===== src/rtl/cmp_pkg.sv =====
// Shared definitions for the chunked magnitude comparator: FSM state encoding
// and the {eq, greater, lesser} result-flag ordering.
package cmp_pkg;

    localparam logic [1:0] ST_IDLE = 2'd0;
    localparam logic [1:0] ST_RUN  = 2'd1;
    localparam logic [1:0] ST_DONE = 2'd2;

    typedef enum logic [1:0] {
        IDLE = ST_IDLE,
        RUN  = ST_RUN,
        DONE = ST_DONE
    } cmp_state_e;

    typedef struct packed {
        logic eq;
        logic greater;
        logic lesser;
    } cmp_flags_t;

endpackage


===== src/rtl/cmp_chunk.sv =====
// Combinational unsigned compare of one CHUNK-bit slice.
module cmp_chunk #(
    parameter int CHUNK = 4
) (
    input  logic [CHUNK-1:0] a_i,
    input  logic [CHUNK-1:0] b_i,
    output logic             eq_o,
    output logic             gt_o,
    output logic             lt_o
);

    assign eq_o = (a_i == b_i);
    assign gt_o = (a_i > b_i);
    assign lt_o = (a_i < b_i);

endmodule


===== src/rtl/chunked_comparator.sv =====
// Multi-cycle magnitude comparator: walks the operands CHUNK bits per clock,
// MSB chunk first, and stops at the first differing chunk.
module chunked_comparator
    import cmp_pkg::*;
#(
    parameter int WIDTH = 16,
    parameter int CHUNK = 4
) (
    input  logic                               clk,
    input  logic                               rst,
    input  logic                               in_valid,
    output logic                               in_ready,
    input  logic [WIDTH-1:0]                   a,
    input  logic [WIDTH-1:0]                   b,
    input  logic                               signed_mode,
    output logic                               out_valid,
    input  logic                               out_ready,
    output logic                               eq,
    output logic                               greater,
    output logic                               lesser,
    output logic [$clog2(WIDTH/CHUNK+1)-1:0]   cycles
);

    localparam int NCHUNK = WIDTH / CHUNK;
    localparam int IDXW   = (NCHUNK > 1) ? $clog2(NCHUNK) : 1;
    localparam int CW     = $clog2(NCHUNK + 1);

    cmp_state_e         state_q, state_d;
    logic [WIDTH-1:0]   a_q, a_d, b_q, b_d;
    logic               sgn_q, sgn_d;
    logic [IDXW-1:0]    idx_q, idx_d;
    logic [CW-1:0]      cyc_q, cyc_d;
    cmp_flags_t         flags_q, flags_d;

    logic [WIDTH-1:0]   a_adj, b_adj;
    logic [CHUNK-1:0]   a_chunk, b_chunk;
    logic               c_eq, c_gt, c_lt;
    logic               load;

    assign in_ready  = (state_q == IDLE) | ((state_q == DONE) & out_ready);
    assign load      = in_valid & in_ready;
    assign out_valid = (state_q == DONE);
    assign eq        = flags_q.eq;
    assign greater   = flags_q.greater;
    assign lesser    = flags_q.lesser;
    assign cycles    = cyc_q;

    // Flipping the top bit maps two's-complement order onto unsigned order.
    always_comb begin
        a_adj            = a_q;
        b_adj            = b_q;
        a_adj[WIDTH-1]   = a_q[WIDTH-1] ^ sgn_q;
        b_adj[WIDTH-1]   = b_q[WIDTH-1] ^ sgn_q;
        a_chunk          = a_adj[int'(idx_q)*CHUNK +: CHUNK];
        b_chunk          = b_adj[int'(idx_q)*CHUNK +: CHUNK];
    end

    cmp_chunk #(
        .CHUNK (CHUNK)
    ) u_chunk (
        .a_i  (a_chunk),
        .b_i  (b_chunk),
        .eq_o (c_eq),
        .gt_o (c_gt),
        .lt_o (c_lt)
    );

    // Next-state, operand capture and result update.
    always_comb begin
        state_d = state_q;
        idx_d   = idx_q;
        cyc_d   = cyc_q;
        flags_d = flags_q;
        a_d     = load ? a : a_q;
        b_d     = load ? b : b_q;
        sgn_d   = load ? signed_mode : sgn_q;
        case (state_q)
            IDLE: begin
                if (load) begin
                    state_d = RUN;
                    idx_d   = IDXW'(NCHUNK - 1);
                    cyc_d   = {CW{1'b0}};
                    flags_d = 3'b000;
                end else begin
                    state_d = IDLE;
                end
            end
            RUN: begin
                cyc_d = cyc_q + CW'(1);
                if (!c_eq) begin
                    flags_d = '{eq: 1'b0, greater: c_gt, lesser: c_lt};
                    state_d = DONE;
                end else if (idx_q == IDXW'(0)) begin
                    flags_d = '{eq: 1'b1, greater: 1'b0, lesser: 1'b0};
                    state_d = DONE;
                end else begin
                    idx_d = idx_q - IDXW'(1);
                end
            end
            DONE: begin
                if (out_ready) begin
                    // A waiting producer is taken on the same edge: no idle bubble.
                    state_d = load ? RUN : IDLE;
                    idx_d   = IDXW'(NCHUNK - 1);
                    cyc_d   = {CW{1'b0}};
                    flags_d = 3'b000;
                end else begin
                    state_d = DONE;
                end
            end
            default: begin
                state_d = IDLE;
                idx_d   = IDXW'(NCHUNK - 1);
                cyc_d   = {CW{1'b0}};
                flags_d = 3'b000;
            end
        endcase
    end

    // State, operand, counter and result registers.
    always_ff @(posedge clk or posedge rst) begin
        if (rst) begin
            state_q <= IDLE;
            a_q     <= {WIDTH{1'b0}};
            b_q     <= {WIDTH{1'b0}};
            sgn_q   <= 1'b0;
            idx_q   <= IDXW'(NCHUNK - 1);
            cyc_q   <= {CW{1'b0}};
            flags_q <= 3'b000;
        end else begin
            state_q <= state_d;
            a_q     <= a_d;
            b_q     <= b_d;
            sgn_q   <= sgn_d;
            idx_q   <= idx_d;
            cyc_q   <= cyc_d;
            flags_q <= flags_d;
        end
    end

endmodule


===== config.mk =====
export PLATFORM = sky130hd
export DESIGN_NAME = chunked_comparator
export DESIGN_NICKNAME = d
export VERILOG_FILES = /design/src/rtl/cmp_pkg.sv /design/src/rtl/cmp_chunk.sv /design/src/rtl/chunked_comparator.sv
export SDC_FILE = /design/constraint.sdc
export NUM_CORES = 1
export LEC_CHECK = 0
export BUFFER_PORTS_ARGS = -buffer_cell sky130_fd_sc_hd__buf_2
export CORE_UTILIZATION = 51
export DETAILED_ROUTE_END_ITERATION = 6
export GPL_ROUTABILITY_DRIVEN = 0
export PLACE_DENSITY = 0.81
export REMOVE_ABC_BUFFERS = 1
export SETUP_SLACK_MARGIN = 0.4
export SYNTH_ARGS = -nofsm -noshare
export SYNTH_HDL_FRONTEND = slang
export SYNTH_HIERARCHICAL = 1
export SYNTH_SLANG_ARGS = --single-unit

===== constraint.sdc =====
create_clock -name clk -period 4 [get_ports clk]
set_input_delay 0.6 -clock clk [delete_from_list [all_inputs] [get_ports clk]]
set_output_delay 0.6 -clock clk [all_outputs]
set_load 0.01 [all_outputs]

==> run metrics <==
Crit. End Element=flip-flop; dpl cells=233; minimum clock period=2.69 ns; met2 Use GR=0.341; drt first pass iters=4; num rows=22; Slew @ Worst Pin=between 0.5 and 0.6 ns; busiest grt layer=met2; hold_buf cts=0; critical path's largest stage delay=0.73 ns; Setup Viol. Count Final=0; sequential fraction of the synthesis area=0.520; area delta synth->final=17.7%; Crit path max-delay family=flip-flops; H-tree levels=2; DR WL/cell=15.0 microns; Layout Skew=0.00474 ns; synthesized area=0.00208 sq mm; core region area=0.00377 sq mm; Leakage Power=1.15 nW; synthesized flop and latch total=43; post-synth cell types=32; Synth Instances=145; outcome=complete, no violations; pwr dens=a little under 800 mW/mm^2; Ys Warns=6; met3 usage=0.0552; FMAX=0.372 GHz; clock root buffer=clkbuf_8; insertion delay to the later sink of the worst-skew pair=0.29 ns; DRT iter0 DRCs=30; DRC=0; Slew Viols, Final=0; final number of hold-violating endpoints=0; CTS tree=done; arrival time worst endpoint=2.90 ns; total gr overflow=0; io pins=45; vias in the first global route=1440; Die W=65.8 microns; clock buffer count from CTS=5; layout cells sized above 1=0.523; WP data required=4.21 ns; worst-path fanout max=11; routed vias=1316; CP Launch Type=flip-flop; Final ANT Viol Nets=0; fin crit share=0.672; Overall Power=around 0.0019 W; Vias/cell=5.46; Die Ht=about 66 microns; Peak VDD IR=0.413 mV; Nets=235; first-pass GRT wire length=6.38 mm; Hold Crit Class=in -> async; die footprint=0.00433 sq mm; WL final=about 3.6 mm; critical-path cell list=mux4_2 -> ha_1 -> nand2_1 -> nor2_1 -> nor2b_1 -> o22ai_1 -> a32oi_1; DP Worst Slack=1.35 ns; Critical Path Slowest Stage Cell=dfstp_2; Setup WS post-layout=1.31 ns; WP buf/inv=0; total negative slack=0 ns; Hold Worst Slack=0.437 ns; ANT cells=0; Post-CTS Setup Repair Bufs=0; clock sink count=43; DPL Wire Length=2.62 mm; Cell Count, Final, Fillers Out=between 200 and 250; Crit Path Category=reg -> reg; slew margin rel.=0.653; Clk pin slew, worst setup/hold paths=0.08 ns; met1 usage=0.245; PostCTS Resize Cnt=0; Mean Syn Cell Area=14.3 sq um; largest net degree at the start of global routing=44; starting density of the core=0.550; initial antenna violation count=0; IO buf count=44; CTS max path bufs=2; All-Layer GR Usage=0.201; RSZ-0062 raised after global routing=no; Max Cap Viol=0
area by class of cell:
class	count	area, sq um
Inverter	9	33.8
Clock inverter	2	35.0
Tap cell	48	60.1
Timing Repair Buffer	46	235
Fill cell	300	1330
Multi-Input combinational cell	87	917
Clock buffer	6	82.6
Sequential cell	43	1080
placed cells by master, fill, tap and decap left out, drive strengths merged, types with 2 or more instances in the layout:
| cell | instances |
|---|---|
| dfstp | 2 |
| mux4 | 8 |
| a22o | 2 |
| inv | 9 |
| clkbuf | 6 |
| ha | 6 |
| dfrtp | 41 |
| mux2 | 34 |
| nand2b | 2 |
| buf | 46 |
| o21ai | 5 |
| nor2 | 4 |
| xor2 | 2 |
| nor2b | 4 |
| nand2 | 5 |
| a21oi | 3 |
path summary, 6_finish.rpt:
check | startpoint | endpoint | slack [ns] | cells past startpoint
min | rst | b_q[12]$_DFFE_PP0P_ | 0.44 | 3
max reg2reg | idx_q[0]$_DFFE_PP1P_ | idx_q[1]$_DFFE_PP1P_ | 1.31 | 7
max in group asynchronous | rst | idx_q[0]$_DFFE_PP1P_ | 3.19 | 3
min reg2reg | b_q[0]$_DFFE_PP0P_ | b_q[0]$_DFFE_PP0P_ | 0.50 | 1
max | idx_q[0]$_DFFE_PP1P_ | idx_q[1]$_DFFE_PP1P_ | 1.31 | 7
min in group clk | b_q[0]$_DFFE_PP0P_ | b_q[0]$_DFFE_PP0P_ | 0.50 | 1
power breakdown:
group | internal (W) | switching [W] | leakage [nW]
sequential | 0.000637 | 0.000139 | 0.512
clock | 0.000202 | 0.000136 | 0.0612
combinational | 0.000483 | 0.000342 | 0.580
total | 0.00132 | 0.000617 | 1.15
state kept, by name (all words and copies together) (netlist names):
register / flops
b_q: 16
eq: 1
state_q: 2
greater: 1
idx_q: 2
a_q: 16
sgn_q: 1
lesser: 1
cycles: 3
metrics by stage:
stage / cell area, sq um / utilization
final: 2440 / 0.648
after global routing: 2440 / 0.648
after CTS: 2440 / 0.648
after detailed placement: 2320 / 0.616
after global placement: 2320 / 0.616
after floorplan: 2030 / -
cells in the mapped netlist:
cell type	number	area share
nor3b_4	1	0.0090
inv_1	9	0.016
nor2b_4	1	0.0066
o22ai_1	1	0.0030
and2b_4	1	0.0048
a21oi_1	2	0.0048
dfrtp_1	41	0.49
nor2_1	4	0.0072
clkbuf_1	2	0.0036
buf_2	1	0.0024
nand2_1	5	0.0090
o2bb2ai_1	1	0.0042
mux4_2	8	0.087
ha_1	6	0.036
o211ai_1	1	0.0036
xor2_1	2	0.0084
nand2b_1	2	0.0060
a32oi_1	1	0.0042
mux2_1	2	0.011
nand4bb_1	1	0.0054
mux2_2	32	0.17
o21ai_0	5	0.012
a22o_1	2	0.0084
and2_1	1	0.0030
buf_6	3	0.016
mux2i_1	1	0.0048
a31oi_1	1	0.0030
a21oi_2	1	0.0042
xnor2_1	1	0.0042
nor2b_1	3	0.0090
dfstp_2	2	0.025
o21bai_4	1	0.0090
routing by layer:
layer | routed length (microns) | part of all wire
met4 | 58 | 0.016
met2 | 1780 | 0.49
met5 | 0 | 0
met1 | 1580 | 0.44
met3 | 189 | 0.052
worst reg2reg max path, cell delays in order, from the launching register on:
cell and delay [ns]:
dfstp_2 0.73, mux4_2 0.55, ha_1 0.31, nand2_1 0.07, nor2_1 0.32, nor2b_1 0.30
o22ai_1 0.14, a32oi_1 0.18
logic make-up (layout without fill, tap and decap cells):
kind of cell	after synthesis	after routing	synth area share
DFF	43	43	0.520
adders and majority gates	6	6	0.0362
muxes	43	43	0.276
AOI/OAI and AO/OA	16	16	0.0567
xor gates and xnor gates	3	3	0.0127
buffers and inverters	15	63	0.0386
and+or+nand+nor	19	19	0.0603
Note: power is estimated with default switching activity, not from simulation.
